## config.mk

```make
export PLATFORM = sky130hd
export DESIGN_NAME = uart_periph
export DESIGN_NICKNAME = d
export VERILOG_FILES = /design/src/rtl/uart_periph.sv
export SDC_FILE = /design/constraint.sdc
export NUM_CORES = 1
export LEC_CHECK = 0
export ABC_AREA = 1
export BUFFER_PORTS_ARGS = -buffer_cell sky130_fd_sc_hd__clkbuf_2
export CAP_MARGIN = 15
export CORE_MARGIN = 4
export CORE_UTILIZATION = 60
export CTS_CLUSTER_SIZE = 25
export DETAILED_ROUTE_END_ITERATION = 7
export GPL_TIMING_DRIVEN = 0
export PLACE_DENSITY_LB_ADDON = 0.08
export SLEW_MARGIN = 40
export SYNTH_ARGS = -nofsm -noshare
export SYNTH_HDL_FRONTEND = slang
export SYNTH_SLANG_ARGS = --single-unit
```

## constraint.sdc

```tcl
create_clock -name clk -period 2.7 [get_ports clk]
set_input_delay 0.405 -clock clk [delete_from_list [all_inputs] [get_ports clk]]
set_output_delay 0.405 -clock clk [all_outputs]
set_load 0.01 [all_outputs]
```

## src/rtl/uart_periph.sv

```systemverilog
// Memory-mapped 8N1 UART responder on the core's uart port.
// Registers: CTRL {overrun, tx_ready, rx_valid}, RX data, TX data.
package uart_pkg;

    typedef enum int {
        BR_9600   = 9600,
        BR_19200  = 19200,
        BR_57600  = 57600,
        BR_115200 = 115200,
        BR_921600 = 921600
    } uart_baud_rate_t;

    typedef struct packed {
        logic       en;
        logic       we;
        logic       load_signed;
        logic [1:0] addr;
    } uart_ctrl_t;

    localparam logic [1:0] UART_CTRL = 2'd0;
    localparam logic [1:0] UART_RX   = 2'd1;
    localparam logic [1:0] UART_TX   = 2'd2;

endpackage

module uart_periph
    import uart_pkg::*;
#(
    parameter int              CLK_FREQ_HZ = 100_000_000,
    parameter uart_baud_rate_t BAUD_RATE   = BR_115200
) (
    input  logic       clk,
    input  logic       rst_n,
    input  uart_ctrl_t ctrl,
    input  logic [7:0] send,
    output logic [7:0] recv,
    input  logic       uart_rx,
    output logic       uart_tx
);

    localparam int CLKS_PER_BIT = CLK_FREQ_HZ / int'(BAUD_RATE);
    localparam int CW = $clog2(CLKS_PER_BIT);
    localparam logic [CW-1:0] BIT_END  = CW'(CLKS_PER_BIT - 1);
    localparam logic [CW-1:0] HALF_END = CW'(CLKS_PER_BIT / 2 - 1);

    if (CLKS_PER_BIT < 4) begin : g_bad_baud
        $error("uart_periph: CLKS_PER_BIT must be at least 4");
    end

    typedef enum logic [1:0] {S_IDLE, S_START, S_DATA, S_STOP} fsm_e;

    fsm_e          tx_state_q, tx_state_d;
    logic [CW-1:0] tx_cnt_q, tx_cnt_d;
    logic [2:0]    tx_bit_q, tx_bit_d;
    logic [7:0]    tx_shift_q, tx_shift_d;
    logic          tx_q, tx_d;

    fsm_e          rx_state_q, rx_state_d;
    logic [CW-1:0] rx_cnt_q, rx_cnt_d;
    logic [2:0]    rx_bit_q, rx_bit_d;
    logic [7:0]    rx_shift_q, rx_shift_d;
    logic          rx_meta_q, rx_sync_q, rx_prev_q;
    logic          rx_done;

    logic [7:0]    recv_q, recv_d;
    logic [7:0]    rx_data_q, rx_data_d;
    logic          rx_valid_q, rx_valid_d;
    logic          overrun_q, overrun_d;

    logic rd, rd_ctrl, rd_rx, tx_ready, tx_start;
    logic unused_load_signed;

    assign unused_load_signed = ctrl.load_signed;
    assign rd       = ctrl.en & ~ctrl.we;
    assign rd_ctrl  = rd & (ctrl.addr == UART_CTRL);
    assign rd_rx    = rd & (ctrl.addr == UART_RX);
    assign tx_ready = (tx_state_q == S_IDLE);
    assign tx_start = ctrl.en & ctrl.we & (ctrl.addr == UART_TX) & tx_ready;
    assign recv     = recv_q;
    assign uart_tx  = tx_q;

    always_ff @(posedge clk or negedge rst_n) begin
        if (!rst_n) begin
            tx_state_q <= S_IDLE;
            tx_cnt_q   <= '0;
            tx_bit_q   <= '0;
            tx_shift_q <= '0;
            tx_q       <= 1'b1;
        end else begin
            tx_state_q <= tx_state_d;
            tx_cnt_q   <= tx_cnt_d;
            tx_bit_q   <= tx_bit_d;
            tx_shift_q <= tx_shift_d;
            tx_q       <= tx_d;
        end
    end

    always_comb begin
        tx_state_d = tx_state_q;
        tx_cnt_d   = tx_cnt_q + 1'b1;
        tx_bit_d   = tx_bit_q;
        tx_shift_d = tx_shift_q;
        unique case (tx_state_q)
            S_IDLE: begin
                tx_cnt_d = '0;
                if (tx_start) begin
                    tx_state_d = S_START;
                    tx_shift_d = send;
                end
            end
            S_START: if (tx_cnt_q == BIT_END) begin
                tx_state_d = S_DATA;
                tx_cnt_d   = '0;
                tx_bit_d   = '0;
            end
            S_DATA: if (tx_cnt_q == BIT_END) begin
                tx_cnt_d = '0;
                tx_bit_d = tx_bit_q + 3'd1;
                if (tx_bit_q == 3'd7) tx_state_d = S_STOP;
            end
            S_STOP: if (tx_cnt_q == BIT_END) begin
                tx_state_d = S_IDLE;
                tx_cnt_d   = '0;
            end
        endcase
    end

    // Line level follows the next state so uart_tx stays registered.
    always_comb begin
        tx_d = 1'b1;
        unique case (tx_state_d)
            S_START: tx_d = 1'b0;
            S_DATA:  tx_d = tx_shift_d[tx_bit_d];
            S_IDLE,
            S_STOP:  tx_d = 1'b1;
        endcase
    end

    always_ff @(posedge clk or negedge rst_n) begin
        if (!rst_n) begin
            rx_meta_q  <= 1'b1;
            rx_sync_q  <= 1'b1;
            rx_prev_q  <= 1'b1;
            rx_state_q <= S_IDLE;
            rx_cnt_q   <= '0;
            rx_bit_q   <= '0;
            rx_shift_q <= '0;
        end else begin
            rx_meta_q  <= uart_rx;
            rx_sync_q  <= rx_meta_q;
            rx_prev_q  <= rx_sync_q;
            rx_state_q <= rx_state_d;
            rx_cnt_q   <= rx_cnt_d;
            rx_bit_q   <= rx_bit_d;
            rx_shift_q <= rx_shift_d;
        end
    end

    always_comb begin
        rx_state_d = rx_state_q;
        rx_cnt_d   = rx_cnt_q + 1'b1;
        rx_bit_d   = rx_bit_q;
        rx_shift_d = rx_shift_q;
        unique case (rx_state_q)
            S_IDLE: begin
                rx_cnt_d = '0;
                if (rx_prev_q & ~rx_sync_q) rx_state_d = S_START;
            end
            S_START: if (rx_cnt_q == HALF_END) begin
                rx_state_d = rx_sync_q ? S_IDLE : S_DATA;
                rx_cnt_d   = '0;
                rx_bit_d   = '0;
            end
            S_DATA: if (rx_cnt_q == BIT_END) begin
                rx_cnt_d   = '0;
                rx_shift_d = {rx_sync_q, rx_shift_q[7:1]};
                rx_bit_d   = rx_bit_q + 3'd1;
                if (rx_bit_q == 3'd7) rx_state_d = S_STOP;
            end
            S_STOP: if (rx_cnt_q == BIT_END) begin
                rx_state_d = S_IDLE;
                rx_cnt_d   = '0;
            end
        endcase
    end

    always_comb begin
        rx_done = (rx_state_q == S_STOP) && (rx_cnt_q == BIT_END) && rx_sync_q;
    end

    always_ff @(posedge clk or negedge rst_n) begin
        if (!rst_n) begin
            recv_q     <= '0;
            rx_data_q  <= '0;
            rx_valid_q <= 1'b0;
            overrun_q  <= 1'b0;
        end else begin
            recv_q     <= recv_d;
            rx_data_q  <= rx_data_d;
            rx_valid_q <= rx_valid_d;
            overrun_q  <= overrun_d;
        end
    end

    // A completing byte beats a same-cycle read-clear of the flags.
    always_comb begin
        recv_d = recv_q;
        if (rd) begin
            unique case (ctrl.addr)
                UART_CTRL: recv_d = {5'b0, overrun_q, tx_ready, rx_valid_q};
                UART_RX:   recv_d = rx_data_q;
                default:   recv_d = 8'h00;
            endcase
        end
        rx_data_d  = rx_done ? rx_shift_q : rx_data_q;
        rx_valid_d = rx_done | (rx_valid_q & ~rd_rx);
        overrun_d  = (rx_done & rx_valid_q & ~rd_rx) | (overrun_q & ~rd_ctrl);
    end

endmodule

```

==> impl.org <==
** Worst setup path
- The cell family contributing the most delay on the critical path is simple AND/OR/NAND/NOR gates.
- Crit. End Element :: register
- The slowest stage of the critical path belongs to the cell sky130_fd_sc_hd__dfrtp_1.
- Among the stages of the critical path, the cell type that occurs most often is sky130_fd_sc_hd__nand2_1.
- Ordered cell list for the critical path :: ha_1 > nand2_1 > nor2_1 > nand3_2 > ha_1 > inv_1 > nand2_1 > nand3_1 > nand2_1 > inv_1 > nand3_1 > nand2_1 > inv_1 > nand2_1 > nand3_1 > nand2_1 > nand2_1 > a21oi_2
- Critical path startpoint category :: register
- CP required :: 2.98 ns
- Buffer and inverter count on the worst path :: 3
- The setup path with the least slack is of type reg2reg.
- Slowest Stage Delay on Critical Path :: 0.37 ns
- Arrival time of the worst setup path :: 2.62 ns
- Critical path fanouts, max :: 6

** Clock tree
- Total of cells resized after clock tree synthesis :: 0
- Clock tree synthesis inserted a total of 9 buffers.
- Clock tree synthesis selected as its root buffer the cell sky130_fd_sc_hd__clkbuf_8.
- No sink is reached through more buffers than the 2 on the longest clock path.
- Clock tree from TritonCTS :: yes
- Buffers added to address setup during post-CTS repair amount to 0.
- The clock drives 68 sinks.
- Clock slew seen by the registers of the worst setup and hold paths :: 0.07 ns
- The H-tree generated during clock tree synthesis spans 3 levels.
- Insertion delay to the later sink of the worst-skew pair :: 0.34 ns
- Total of hold buffers inserted after clock tree synthesis :: 0

** STA
- Worst rel slew slack :: 65.49%
- Min Tclk post-route :: 2.346 ns
- Across all hold checks on the routed design, the worst slack comes to 0.05285 ns.
- For the pin with the worst max-slew slack, the measured transition is 0.5176 ns.
- Worst-case clock skew :: 0.006548 ns
- For this run, the top clock speed supported by timing is 426.3 MHz.
- The total count of hold-check failures in the final report was 0.
- Total Neg Setup Slack :: 0 ns
- Setup repair after global routing left no endpoint under its margin.
- After layout, the worst path uses 86.88% of the clock period.
- The number of pins with negative max-slew slack in the final report was 0.
- Number of endpoints failing setup at the final stage :: 0

** GRT
- Pin count of the biggest net entering global routing :: 69
- Via count of the first global-routing pass :: 2566
- The number of antenna violations at the first check in global routing came to 0.
- For this run the aggregate overflow at the end of global routing stands at 0.
- Global-route wire length before repair :: 11.35 mm
- Global-route usage over all layers :: 20.14%

** Placement
- Detailed placement ended at an HPWL of 4.520 mm.
- Final weighted congestion in routability-driven placement :: 0.7742
- Input and output buffers added on the ports amount to 23.

** Yosys
- The synthesized netlist devotes 24.90% of its cell area to simple gates.
- Number of synthesized register bits :: 68
- Among all flip-flop cells after synthesis, the most frequent one is sky130_fd_sc_hd__dfrtp_1.
- Combinational family with the most area after synthesis :: simple AND/OR/NAND/NOR gates
- Post-synthesis instance area :: 3402 um2
- Cell variety after synth :: 38
- Among all cell types in the netlist, the one instantiated most often is sky130_fd_sc_hd__nand2_1.
- In this run the biggest area consumer among cell types represents 47.08% of the synthesized area.
- Area fraction in compound gates after synthesis :: 9.636%
- Xor/xnor share of the synthesized area :: 0.2574%
- Area share of fa/ha/maj cells after synthesis :: 5.149%
- After synthesis, the cell types taking the most area are sky130_fd_sc_hd__dfrtp_1 47%, sky130_fd_sc_hd__nand2_1 10%, sky130_fd_sc_hd__inv_1 8.4%.
- Sequential cell area fraction in the yosys report :: 50.17%
- Number of warnings printed during yosys synthesis :: 0
- Portion of netlist area occupied by mux cells :: 0.4413%
- Share of flip-flops with an asynchronous set or reset :: 100.0%
- Counting every net in the synthesized netlist gives 431.
- Post-synthesis area per instance :: 8.484 um2
- Post-synth EDFFs :: 0
- In the synthesized netlist, the number of instances is 401.
- Of all cell types, the one taking the most synthesized area is sky130_fd_sc_hd__dfrtp_1.
- The commonest cells after synthesis are 95 x sky130_fd_sc_hd__nand2_1, 76 x sky130_fd_sc_hd__inv_1, 64 x sky130_fd_sc_hd__dfrtp_1.

** Layout
- ANT cells :: 0
- Multi-input gate area in the final layout :: 1374 um2
- Sequential standard cell area :: 1707 um2
- Utilization after layout :: 69.33%
- Nets :: 465
- The layout has 438 filler cells.
- Layout cells sized above 1 :: 16.59%
- Compared with the post-synthesis result, the final layout area differs by 12.21%.

** Drt
- The detail route stage leaves a number of antenna-violating nets equal to 0.
- The routed layout has 2579 vias.
- Drt via density :: 5.037
- Iteration-0 DRC count of the detailed router :: 140
- Number of DRC violations after detailed routing :: 0
- Wire length per cell after detailed routing :: 12.06 um
- First-pass DRT Iterations :: 4
- Total wirelength of the detailed-routed design :: 6.177 mm

** Floorplan
- The die covers 6939 um2.
- Width of the die :: 83.30 um
- Number of rows in the core area :: 27
- I/O pin cnt :: 25
- Core Box Area :: 5507 um2
- Die outline height :: 83.30 um
- Starting utilization of the core area :: 61.78%

** Run status
- Outcome :: finished, final reports clean

** Run
- Max-cap violations in this run came to 0.

** Pwr
- VDD sags by at most 0.0006037 V.
- Total power per unit cell area :: 717.8 nW/um2
- Static Leakage :: 1.929 nW

** Min path
- The path class of the tightest hold or removal check is in2async.
logic make-up (layout without fill, tap and decap cells):
kind of cell | after synthesis | count (layout)
XOR/XNOR | 1 | 1
buffers and inverters | 81 | 120
multiplexers | 1 | 1
AO/OA/AOI/OAI | 53 | 53
adder cells (fa/ha/maj) | 14 | 14
flip-flops | 68 | 68
AND/OR/NAND/NOR | 183 | 183
layout by cell type, fill, tap and decap left out, drive strengths merged:
cell type,count
a211oi,2
a21oi,12
a31o,1
a31oi,1
and2,4
buf,2
bufinv,1
clkbuf,34
clkinv,4
clkinvlp,2
dfrtp,64
dfstp,4
ha,14
inv,77
mux2,1
nand2,101
nand3,23
nand3b,1
nand4,7
nor2,30
nor3,10
nor3b,2
nor4,4
o211ai,2
o21a,1
o21ai,31
o221ai,3
or2,1
xor2,1
power breakdown:
| group | switching, W | internal [W] |
|---|---|---|
| logic | 0.000438 | 0.000236 |
| clock network | 0.000388 | 0.000449 |
| registers | 0.0000871 | 0.00114 |
| total | 0.000913 | 0.00183 |
metrics by stage:
step,cell area (um2),std cells,total power [W],setup WS [ns]
5_1_grt,3817,512,0.002951,0.04170
2_1_floorplan,3402,401,0.001733,0.6871
4_1_cts,3817,512,0.002775,0.3207
6_report,3817,512,0.002740,0.3544
3_3_place_gp,3607,496,0.001895,0.3737
3_5_place_dp,3616,496,0.001928,0.3565
worst paths after layout:
kind                                       start               endpoint  slack [ns]  cells after the start
setup / recovery           tx_cnt_q[0]$_DFF_PN0_      uart_tx$_DFF_PN1_        0.35                     18
hold / removal                             rst_n  tx_cnt_q[6]$_DFF_PN0_        0.05                      1
setup reg to reg           tx_cnt_q[0]$_DFF_PN0_      uart_tx$_DFF_PN1_        0.35                     18
hold reg to reg              rx_meta_q$_DFF_PN1_    rx_sync_q$_DFF_PN1_        0.36                      0
max in group asynchronous                  rst_n    rx_prev_q$_DFF_PN1_        2.26                      1
min in group clk                         uart_rx    rx_meta_q$_DFF_PN1_        0.14                      1
layout make-up:
| type | count | share of cell area (%) |
|---|---|---|
| flip-flops and latches | 68 | 44.71 |
| multi-input cells | 252 | 35.99 |
| inverters | 78 | 7.702 |
| clock buffers | 10 | 3.605 |
| repair buffers | 23 | 3.245 |
| well taps | 72 | 2.360 |
| clock inverters | 6 | 1.672 |
| plain buffers | 3 | 0.7211 |
layer usage:
metal  routed length (um)  vias to the layer above  share of wire [%]  track usage, %
met5                    0                        -                  0               0
met4                   53                        0               0.86           9.658
met3                  212                        4                3.4           3.968
met2                 3049                       33                 49           33.24
met1                 2861                     1202                 46           25.37
li1                     -                     1340                  -               -
sequential cells by signal, indices dropped and copies added, names as in the netlist, 3 cells and up, named ones only:
register,count
tx_cnt_q,10
rx_bit_q,3
rx_cnt_q,10
rx_shift_q,8
tx_shift_q,8
rx_data_q,8
tx_bit_q,3
recv,8
worst register-to-register path, delay by kind of cell, from the launching register on:
family / cells / cell delay (ns)
buf+inv: 3 / 0.26
simple gates: 12 / 1.03
flops: 1 / 0.37
compound gates: 1 / 0.11
fa+ha+maj: 2 / 0.52
No activity file was read; power rests on OpenSTA's default activity.
